File: config.mk
export PLATFORM = sky130hd
export DESIGN_NAME = pipe_hazard_ctrl
export DESIGN_NICKNAME = d
export VERILOG_FILES = /design/src/rtl/pipe_hazard_ctrl.sv
export SDC_FILE = /design/constraint.sdc
export NUM_CORES = 1
export LEC_CHECK = 0
export BUFFER_PORTS_ARGS = -buffer_cell sky130_fd_sc_hd__buf_2
export CORE_MARGIN = 2
export CORE_UTILIZATION = 50
export CTS_CLUSTER_SIZE = 25
export DETAILED_ROUTE_END_ITERATION = 8
export PLACE_DENSITY_LB_ADDON = 0.2
export SLEW_MARGIN = 20
export SYNTH_ARGS = -nofsm -noshare
export SYNTH_HDL_FRONTEND = slang
export SYNTH_SLANG_ARGS = --single-unit
File: constraint.sdc
create_clock -name clk -period 2.2 [get_ports clk]
set_clock_uncertainty 0.05 [all_clocks]
set_input_delay 0.33 -clock clk [delete_from_list [all_inputs] [get_ports clk]]
set_output_delay 0.33 -clock clk [all_outputs]
set_load 0.05 [all_outputs]
File: src/rtl/pipe_hazard_ctrl.sv
// pipe_hazard_ctrl
//
// Central stall/flush controller for a 5-stage MIPS pipeline. It drives the
// enables and synchronous clears of the PC register and the four pipeline
// registers (IF/ID, ID/EX, EX/MEM, MEM/WB). It also sequences the multi-cycle
// divide stall and keeps a free-running count of front-end stall cycles.
//
// Simultaneous events in RUN are resolved by fixed priority:
//   exc_valid > dmem_stall > div_start > load_use > imem_stall
//
// All control outputs are combinational in (state, cnt, inputs). That gives
// every event a same-cycle response. Only state, cnt and stall_cnt are
// registered.
//
// Ports
//   clk          clock, rising edge
//   rst          synchronous active-high reset; forces every control output low
//   load_use     ID instruction depends on the load currently in EX
//   imem_stall   instruction fetch not complete this cycle
//   dmem_stall   MEM-stage data access not complete this cycle
//   div_start    DIV/DIVU in EX (held until it leaves EX)
//   exc_valid    MEM-stage instruction raises an exception
//   pc_en, *_en  register load enables
//   *_clr        bubble insert (dominates en inside the flop)
//   exc_redirect select exception vector as next PC
//   div_busy     high while waiting on the divider
//   div_done     pulse on the cycle the divide result is released
//   div_abort    pulse when an exception kills an in-flight divide
//   stall_cnt    cycles with pc_en=0 (wraps)
//
// state    | meaning
// ---------+-------------------------------------------------------------
// RUN      | normal flow, hazard/priority resolution
// DIV_WAIT | divide in EX, front end held, cnt counts down to release
// FLUSH    | single cycle after an exception redirect, kills stale fetch

module pipe_hazard_ctrl #(
  parameter int unsigned DIV_CYCLES = 32,
  parameter int unsigned CNT_W      = 8
) (
  input  logic        clk,
  input  logic        rst,
  input  logic        load_use,
  input  logic        imem_stall,
  input  logic        dmem_stall,
  input  logic        div_start,
  input  logic        exc_valid,
  output logic        pc_en,
  output logic        if_id_en,
  output logic        id_ex_en,
  output logic        ex_mem_en,
  output logic        mem_wb_en,
  output logic        if_id_clr,
  output logic        id_ex_clr,
  output logic        ex_mem_clr,
  output logic        mem_wb_clr,
  output logic        exc_redirect,
  output logic        div_busy,
  output logic        div_done,
  output logic        div_abort,
  output logic [31:0] stall_cnt
);

  typedef enum logic [1:0] {
    RUN      = 2'd0,
    DIV_WAIT = 2'd1,
    FLUSH    = 2'd2
  } state_t;

  // The issue cycle and the done cycle are both outside the countdown.
  // So the countdown covers DIV_CYCLES-2 cycles.
  localparam logic [CNT_W-1:0] CNT_LOAD = CNT_W'(DIV_CYCLES - 2);
  localparam logic [CNT_W-1:0] CNT_ONE  = CNT_W'(1);
  localparam logic [CNT_W-1:0] CNT_ZERO = '0;

  state_t           state;
  state_t           state_nxt;
  logic [CNT_W-1:0] cnt;
  logic [CNT_W-1:0] cnt_nxt;
  logic [31:0]      stall_cnt_q;

  always_comb begin
    pc_en        = 1'b1;
    if_id_en     = 1'b1;
    id_ex_en     = 1'b1;
    ex_mem_en    = 1'b1;
    mem_wb_en    = 1'b1;
    if_id_clr    = 1'b0;
    id_ex_clr    = 1'b0;
    ex_mem_clr   = 1'b0;
    mem_wb_clr   = 1'b0;
    exc_redirect = 1'b0;
    div_busy     = 1'b0;
    div_done     = 1'b0;
    div_abort    = 1'b0;
    state_nxt    = state;
    cnt_nxt      = cnt;

    if (rst) begin
      pc_en     = 1'b0;
      if_id_en  = 1'b0;
      id_ex_en  = 1'b0;
      ex_mem_en = 1'b0;
      mem_wb_en = 1'b0;
      state_nxt = RUN;
      cnt_nxt   = CNT_ZERO;
    end else begin
      unique case (state)
        RUN: begin
          if (exc_valid) begin
            exc_redirect = 1'b1;
            if_id_clr    = 1'b1;
            id_ex_clr    = 1'b1;
            ex_mem_clr   = 1'b1;
            mem_wb_clr   = 1'b1;
            state_nxt    = FLUSH;
          end else if (dmem_stall) begin
            // Freeze everything up to MEM. Bubble into WB. A waiting divide is
            // held off until the data access completes.
            pc_en      = 1'b0;
            if_id_en   = 1'b0;
            id_ex_en   = 1'b0;
            ex_mem_en  = 1'b0;
            mem_wb_clr = 1'b1;
          end else if (div_start) begin
            pc_en      = 1'b0;
            if_id_en   = 1'b0;
            id_ex_en   = 1'b0;
            ex_mem_clr = 1'b1;
            cnt_nxt    = CNT_LOAD;
            state_nxt  = DIV_WAIT;
          end else if (load_use) begin
            pc_en     = 1'b0;
            if_id_en  = 1'b0;
            id_ex_clr = 1'b1;
          end else if (imem_stall) begin
            pc_en     = 1'b0;
            if_id_clr = 1'b1;
          end
        end

        DIV_WAIT: begin
          div_busy = 1'b1;
          if (exc_valid) begin
            // Same response as in RUN. The divide is abandoned.
            exc_redirect = 1'b1;
            if_id_clr    = 1'b1;
            id_ex_clr    = 1'b1;
            ex_mem_clr   = 1'b1;
            mem_wb_clr   = 1'b1;
            div_abort    = 1'b1;
            cnt_nxt      = CNT_ZERO;
            state_nxt    = FLUSH;
          end else begin
            pc_en    = 1'b0;
            if_id_en = 1'b0;
            id_ex_en = 1'b0;
            if (cnt != CNT_ZERO) begin
              // The divider keeps counting through a data stall.
              ex_mem_clr = 1'b1;
              cnt_nxt    = cnt - CNT_ONE;
              if (dmem_stall) begin
                ex_mem_en  = 1'b0;
                mem_wb_clr = 1'b1;
              end
            end else if (dmem_stall) begin
              // Result ready but MEM is busy. Hold it in EX.
              ex_mem_en  = 1'b0;
              mem_wb_clr = 1'b1;
            end else begin
              // div_start is still high here. It refers to the divide now
              // leaving EX, so it must not retrigger.
              div_done  = 1'b1;
              state_nxt = RUN;
            end
          end
        end

        FLUSH: begin
          // The MEM stage holds a bubble, so exc_valid cannot be genuine here.
          if_id_clr = 1'b1;
          state_nxt = RUN;
        end

        default: begin
          state_nxt = RUN;
          cnt_nxt   = CNT_ZERO;
        end
      endcase
    end
  end

  always_ff @(posedge clk) begin
    if (rst) begin
      state <= RUN;
      cnt   <= CNT_ZERO;
    end else begin
      state <= state_nxt;
      cnt   <= cnt_nxt;
    end
  end

  always_ff @(posedge clk) begin
    if (rst) begin
      stall_cnt_q <= 32'd0;
    end else if (!pc_en) begin
      stall_cnt_q <= stall_cnt_q + 32'd1;
    end
  end

  assign stall_cnt = stall_cnt_q;

endmodule

# Word level (Yosys, flattened, before mapping)
# Index checks and enable logic that the tools add are counted.
dict set report word_totals {
  reg_bits 42
  inputBits 7
  output_inout_bits 45
}
dict set report classes {
  addsub 2
  eq_ne 10
  muxes 71
  bitwise_logic 1
  reduce_logical 5
}
# operator count
set op_table {}
lappend op_table {{$mux W1} 52}
lappend op_table {{$mux W8} 5}
lappend op_table {{$add A32 B1 Y32 const B} 1}
lappend op_table {{$pmux W8 S3} 1}
lappend op_table {{$ne A3 B3 Y1 const B} 5}
lappend op_table {{$mux W2} 6}
lappend op_table {{$pmux W1 S2} 5}
lappend op_table {{$reduce_bool A8 Y1} 1}
lappend op_table {{$sub A8 B1 Y8 const B} 1}
lappend op_table {{$ne A2 B2 Y1 const B} 3}
lappend op_table {{$reduce_and A5 Y1} 1}
lappend op_table {{$pmux W2 S2} 1}
lappend op_table {{$reduce_and A4 Y1} 1}
lappend op_table {{$pmux W1 S3} 1}
lappend op_table {{$eq A2 B1 Y1 const B} 1}
lappend op_table {{$eq A2 B2 Y1 const B} 1}
lappend op_table {{$logic_not A2 Y1} 1}
lappend op_table {{$reduce_or A2 Y1} 1}
lappend op_table {{$not A1 Y1} 1}

# Logic depth before layout (Yosys ltp)
# Gate-level depths: netlist of run 1.
dict set report logic_depth {
  word_depth 7
  mapped_depth 7
}

# Least setup slack after synthesis of run 1
# No wires, ideal clock.
dict set report synth_timing {
  kind {input -> output}
  start {input port exc_valid}
  end {output port div_done}
  arrival_time_ps 2608
  t_required_ps 1820
  setup_slack_ps -788
  stages 5
  path_buffers 2
  cell_sequence {clkbuf_1 nor2_2 clkbuf_1 nand2_1 nor4_1}
}
dict set report synth_via {
  elab_chain_cells 3
}
# item line_no
set synth_lines {}
lappend synth_lines {{start: declaration} 47} ;# input logic exc_valid,
lappend synth_lines {{$mux W1} 144} ;# if (exc_valid) begin
lappend synth_lines {{$mux W1} 108} ;# unique case (state)
lappend synth_lines {{$mux W1} 99} ;# if (rst) begin
lappend synth_lines {{end: declaration} 59} ;# output logic div_done,
# Every way passes these cells.

# Final worst setup path of run 1
dict set report layout_timing {
  start {register state[0]}
  end {output port pc_en}
}
dict set report layout_via {
  elab_chain_cells 3
  elab_cells_between_ends 4
  cone_classes {eq/ne: 1; mux: 2; reduce/logical: 1}
}
# item line_no
set layout_lines {}
lappend layout_lines {{start: declaration} 76} ;# state_t state;
lappend layout_lines {{start signal: assignment} 198} ;# state <= state_nxt;
lappend layout_lines {{$eq A2 B1 Y1 or $logic_not A2 Y1 (tied branches)} 108}
lappend layout_lines {{$pmux W1 S2 (*)} 108}
lappend layout_lines {{$mux W1 (*)} 99}
lappend layout_lines {{end: declaration} 48} ;# output logic pc_en,
# Mark *: on every way between the ends. The rest lies on a longest branch, timed or not.

==> results.tsv, run 1 <==
stage	metric	value	unit
clock_tree	cts_sinks	42	
yosys	synth_nets	301	
drt	drt_iter0_markers	104	
floorplanning	die_h	72.8	um
sta	finalMaxSlewViolations	0	
layout	fin_util	64.4	%
layout	nNetsFinal	365	
power_and_ir_drop	leakage	1.21	nW
layout	antenna_cells	0	
clock_tree	clock_latency	0.30	ns
setup_path	crit_path_end_kind	output port	
floorplanning	coreArea	4630	um2
sta	rsz0062_at_grt	no	
run_status	status	finished clean	
worst_hold_path	min_path_cells	3	
layout	post_route_cells_drive_above_1_share	28.9	%
grt	grt_max_degree	28	
power_and_ir_drop	power_density	574	nW/um2
yosys	synth_most_common_cell	dfxtp_1	
floorplanning	io-pin-count	52	
yosys	yosys_most_used_dff	dfxtp_1	
drt	routed_wl	5.81	mm
setup_path	start_kind	register	
yosys	synth_cell_types	46	
setup_path	worstPathArrival	1.76	ns
clock_tree	clockRootBuffer	clkbuf_8	
clock_tree	path_clk_slew	0.08	ns
layout	final_cell_area	2980	um2
drt	wire_per_inst	14.2	um
drt	num_vias	2391	
grt	overflow	0	
drt	antenna_left	0	
yosys	ys_seq_elements	42	
sta	max_freq	466	MHz
layout	instances_no_fill	410	
yosys	synthesis.area	2370	um2
run	cap_violations	0	
yosys	synthArstFlopShare	0	%
layout	area_delta_synth_final	25.9	%
place	dpl_cell_area	2810	um2
sta	hold_violations	0	
yosys	synth_edf_count	0	
sta	tns	0	ns
yosys	ys.warnings.count	0	
power_and_ir_drop	ir_worst_vdd	0.348	mV
grt	antenna_found_initial	0	
yosys	seq_area_frac_synth	35.5	%
clock_tree	cts_made_buffers	5	
sta	tightestPinTransition	0.719	ns
place	dp_cells	400	
sta	period_minus_slack	2.14	ns
power_and_ir_drop	power	1.71	mW
floorplanning	initial_utilization	51.1	%
yosys	synth.avg_cell_area	8.13	um2
setup_path	crit_fanout	11	
grt	grt_util_met2	36.8	%
grt	busiest_layer	met2	
floorplanning	dieArea	5300	um2
clock_tree	cts_tree	done	
worst_hold_path	hold_path.class	in2reg	
setup_path	r2r_cells	6	
place	dp_hpwl	4.11	mm
place	io_buffers	51	
grt	grtUsageTotal	21.7	%
setup_path	required	1.82	ns
setup_path	path_class	reg2out	
grt	grt_pass1_wl	9.32	mm
sta	worst_slack	0.0557	ns
clock_tree	hold_buffers	0	
yosys	synth_area_leaders	dfxtp_1 36%, a21oi_1 7.0%, or4_1 5.1%, o31ai_1 4.4%, nor2_1 3.8%	
yosys	yosys-top-cells-count	42 x dfxtp_1, 33 x a21oi_1, 24 x nor2_1	
sta	hold_ws	0.270	ns
yosys	yosysTopAreaCell	dfxtp_1	
grt	first_global_vias	2073	
place	place.gp.congestion	0.857	
grt	use_met3	3.31	%
place	post-place-ws	0.0178	ns
yosys	synth_top_area_share	35.5	%
sta	slew-limit-headroom	51.8	%
grt	met1_usage	28.2	%
yosys	synthCells	291	
clock_tree	clockBufferDepth	2	
sta	final-setup-viol-count	0	
floorplanning	num_rows	25	
drt	viasPerCell	5.83	
clock_tree	cts_max_level	2	
drt	drcViolationCount	0	
sta	period_share	97.5	%
drt	firstDrtPassIters	4	
floorplanning	die_w	72.8	um
-- where the power goes --
part | total [mW] | switching (mW) | internal (mW)
combinational | 0.306 | 0.194 | 0.112
clock | 0.607 | 0.267 | 0.340
sequential | 0.798 | 0.0210 | 0.777
-- registers in the layout, summed over array words and instances, names as in the netlist --
| signal | count |
|---|---|
| cnt | 8 |
| stall_cnt | 32 |
| state | 2 |
-- logic make-up (layout without fill, tap and decap cells) --
logic type,count (synthesis),count (layout),share of synthesized area (%)
mux,12,12,5.50
fa+ha+maj,3,3,1.59
buf+inv,29,94,5.34
flops,42,42,35.5
simple gates,126,126,29.3
xor+xnor,5,5,1.85
compound gates,74,74,20.9
-- critical path, stage by stage, from the launching register on --
cell	delay [ns]
dfxtp_1	0.32
or4_4	0.55
o32ai_4	0.29
buf_12	0.17
buf_8	0.14
-- per-layer routing --
layer  share of wire (%)  up-vias
met5                   0        -
met4                 1.2        0
met3                 3.2        9
met2                  49       42
met1                  46     1125
li1                    -     1215
-- final cells by class --
cell class	count	area (um2)
sequential	42	847
multi-input combinational	220	1430
tap	54	67.6
timing repair buffer	76	488
inverter	10	37.5
clock buffer	7	76.3
fill	417	1650
clock inverter	1	30.0
-- layout by cell type (no fill, tap or decap), types with 2 or more instances in the layout --
cell type	synthesis	final
buf_2	2	48
dfxtp_1	42	37
a21oi_1	33	33
nor2_1	24	24
buf_4	0	24
nand2_1	21	21
or4_1	16	15
o31ai_1	14	14
nand3_1	11	11
inv_1	10	10
o21ai_0	8	8
nor2b_1	8	8
nor4_1	9	7
mux2_2	7	7
or3_1	6	6
nand4_1	6	6
and3_1	5	5
and2_1	5	5
and4_1	5	5
clkbuf_8	0	5
dfxtp_2	0	5
mux2i_1	4	4
xor2_1	4	4
a211oi_1	3	3
nand2b_1	3	3
ha_1	3	3
or2_2	2	2
nor4_4	0	2
nor3b_1	2	2
nor3_1	2	2
o21a_1	2	2
o2111ai_1	2	2
clkbuf_1	13	2
-- path summary, 6_finish.rpt --
kind                             startpoint                    endpoint  slack [ns]
setup / recovery      state[0]$_SDFFE_PP0P_                       pc_en        0.06
hold / removal                    div_start       state[0]$_SDFFE_PP0P_        0.27
setup reg to reg  stall_cnt[0]$_SDFFE_PP0N_  stall_cnt[30]$_SDFFE_PP0N_        0.18
hold reg to reg         cnt[7]$_SDFFE_PP0P_         cnt[7]$_SDFFE_PP0P_        0.42
-- what timing repair did --
item,4_1_cts,5_1_grt
gates cloned,0,1
buffers inserted,0,1
pin swaps,0,1
hold endpoints to repair,0,0
resized for setup,5,4
endpoints found under the setup margin,2,3
(Power assumes the default switching activity.)
==> run 2: changes to the inputs <==
--- a/config.mk
+++ b/config.mk
@@ -8,6 +8,8 @@
 export BUFFER_PORTS_ARGS = -buffer_cell sky130_fd_sc_hd__buf_2
 export CORE_MARGIN = 2
 export CORE_UTILIZATION = 50
+export CTS_BUF_LIST = sky130_fd_sc_hd__clkbuf_8
+export CTS_CLUSTER_DIAMETER = 60
 export CTS_CLUSTER_SIZE = 25
 export DETAILED_ROUTE_END_ITERATION = 8
 export PLACE_DENSITY_LB_ADDON = 0.2
==> run 2 against run 1 <==
Against the previous run:
- total power is 0.38% lower
- design area stayed put
- combinational power hardly changed
- worst setup slack worse by 0.00066 ns
- fmax hardly changed
- clock power is 1% lower
- sequential power hardly changed
- final cell count stayed put
- sequential share of layout area stayed put
- non-clock buffer count stayed put
- via count is 0.25% lower
- critical endpoint unchanged
- largest cell class unchanged
- largest power group unchanged
==> results.tsv, run 2 (synthesized netlist as in run 1, its figures left out) <==
stage	metric	value	unit	change
setup_path	worstPathArrival	1.76	ns	about the same
drt	firstDrtPassIters	4		unchanged
sta	hold_violations	0		unchanged
clock_tree	clock_latency	0.30	ns	about the same
place	place.gp.congestion	0.857		unchanged
clock_tree	cts_made_buffers	5		unchanged
sta	tns	0	ns	unchanged
clock_tree	cts_max_level	2		unchanged
layout	largest_reg_flops	32		unchanged
clock_tree	cts_sinks	42		unchanged
place	dpl_cell_area	2810	um2	unchanged
grt	grt_pass1_wl	9.32	mm	unchanged
run	cap_violations	0		unchanged
setup_path	required	1.82	ns	about the same
clock_tree	path_clk_slew	0.08	ns	about the same
sta	period_share	97.5	%	about the same
layout	seqCellArea	847	um2	unchanged
layout	final_cell_mix	48 x buf_2, 37 x dfxtp_1, 33 x a21oi_1		
drt	antenna_left	0		unchanged
grt	grtUsageTotal	21.7	%	unchanged
grt	overflow	0		unchanged
layout	multi_input_area	1430	um2	unchanged
power_and_ir_drop	power	1.70	mW	-0.38%
place	dp_hpwl	4.11	mm	unchanged
floorplanning	num_rows	25		unchanged
power_and_ir_drop	power_frac_clock	35.2	%	-0.3 points
layout	area_delta_synth_final	25.9	%	unchanged
worst_hold_path	hp-start	div_start		
clock_tree	hold_buffers	0		unchanged
floorplanning	die_h	72.8	um	unchanged
sta	period_minus_slack	2.14	ns	+0.000664 ns
power_and_ir_drop	pwr-share-seq	46.8	%	+0.2 points
drt	num_vias	2385		-0.25%
layout	post_route_cells_drive_above_1_share	28.9	%	unchanged
floorplanning	io-pin-count	52		unchanged
drt	drcViolationCount	0		unchanged
sta	worst_slack	0.0550	ns	-0.000664 ns
sta	tightestPinTransition	0.715	ns	-0.00354 ns
sta	finalMaxSlewViolations	0		unchanged
setup_path	r2r-start	stall_cnt[0]$_SDFFE_PP0N_		
drt	viasPerCell	5.82		-0.25%
power_and_ir_drop	power_density	572	nW/um2	-0.38%
clock_tree	cts_tree	done		
power_and_ir_drop	ir_worst_vdd	0.348	mV	about the same
setup_path	start_kind	register		
grt	antenna_found_initial	0		unchanged
clock_tree	clockBufferDepth	2		unchanged
place	io_buffers	51		unchanged
grt	grt_max_degree	28		unchanged
sta	max_freq	466	MHz	about the same
worst_hold_path	hold_path.class	in2reg		
sta	final-setup-viol-count	0		unchanged
power_and_ir_drop	switchingPower	0.484	mW	+0.56%
sta	hold_ws	0.269	ns	-0.000317 ns
floorplanning	coreArea	4630	um2	unchanged
floorplanning	dieArea	5300	um2	unchanged
sta	rsz0062_at_grt	no		
power_and_ir_drop	leakage	1.22	nW	+0.69%
drt	routed_wl	5.83	mm	+0.31%
setup_path	path_class	reg2out		
clock_tree	clockRootBuffer	clkbuf_8		
setup_path	crit_start	state[0]$_SDFFE_PP0P_		
place	post-place-ws	0.0178	ns	unchanged
layout	fillCellCount	417		unchanged
drt	drt_iter0_markers	99		-4.8%
layout	nNetsFinal	365		unchanged
grt	first_global_vias	2073		unchanged
drt	wire_per_inst	14.2	um	+0.31%
power_and_ir_drop	combinationalPowerShare	18.0	%	about the same
setup_path	crit_path_end_kind	output port		
floorplanning	die_w	72.8	um	unchanged
layout	layout_commonest_cell	buf_2		
layout	final_cell_area	2980	um2	unchanged
power_and_ir_drop	p_int	1.22	mW	-0.75%
layout	antenna_cells	0		unchanged
floorplanning	initial_utilization	51.1	%	unchanged
power_and_ir_drop	p_sw_share	28.4	%	+0.27 points
run_status	status	finished clean		
setup_path	crit_fanout	11		unchanged
sta	slew-limit-headroom	52.0	%	+0.24 points
## run 2: what timing repair did
item / in CTS / in global routing
gates cloned: 0 / 1
resized for setup: 5 / 4
pin swaps: 0 / 1
setup endpoints to repair: 2 / 3
setup buffers: 0 / 1
## run 2: layer usage
metal | vias to the layer above | routed length [um] | GRT usage [%]
met3 | 9 | 168 | 3.31
met1 | 1117 | 2730 | 28.2
met4 | 0 | 70 | 7.00
met2 | 44 | 2860 | 36.8
li1 | 1215 | - | -
met5 | - | 0 | 0
## run 2: area by class of cell
class / instances / area share [%]
well taps: 54 / 2.27
multi-input cells: 220 / 48.1
inverters: 10 / 1.26
flip-flops and latches: 42 / 28.4
repair buffers: 76 / 16.4
clock buffers: 5 / 2.31
clock inverters: 3 / 1.26
## run 2: power groups by stage
stage / clock network, mW / logic [mW] / registers, mW
2_1_floorplan: 0 / 0.194 / 0.820
3_3_place_gp: 0 / 0.279 / 0.811
3_5_place_dp: 0 / 0.284 / 0.811
4_1_cts: 0.612 / 0.292 / 0.794
5_1_grt: 0.639 / 0.329 / 0.801
6_report: 0.600 / 0.306 / 0.798
## run 2: worst paths after layout
path	to	slack, ns	cells past startpoint
worst max-delay path	pc_en	0.06	4
worst min-delay path	state[0]$_SDFFE_PP0P_	0.27	3
worst max register to register	stall_cnt[30]$_SDFFE_PP0N_	0.17	6
worst min register to register	cnt[7]$_SDFFE_PP0P_	0.42	2
## run 2: through the flow
stage | cells | utilization (%)
CTS | 408 | 63.4
global route | 410 | 64.4
floorplan | 291 | -
finish | 410 | 64.4
global placement | 400 | 60.6
detailed placement | 400 | 60.6
## run 2: critical path, stage by stage, from the launching register on
cell	delay [ns]
dfxtp_1	0.32
or4_4	0.55
o32ai_4	0.29
buf_12	0.17
buf_8	0.14
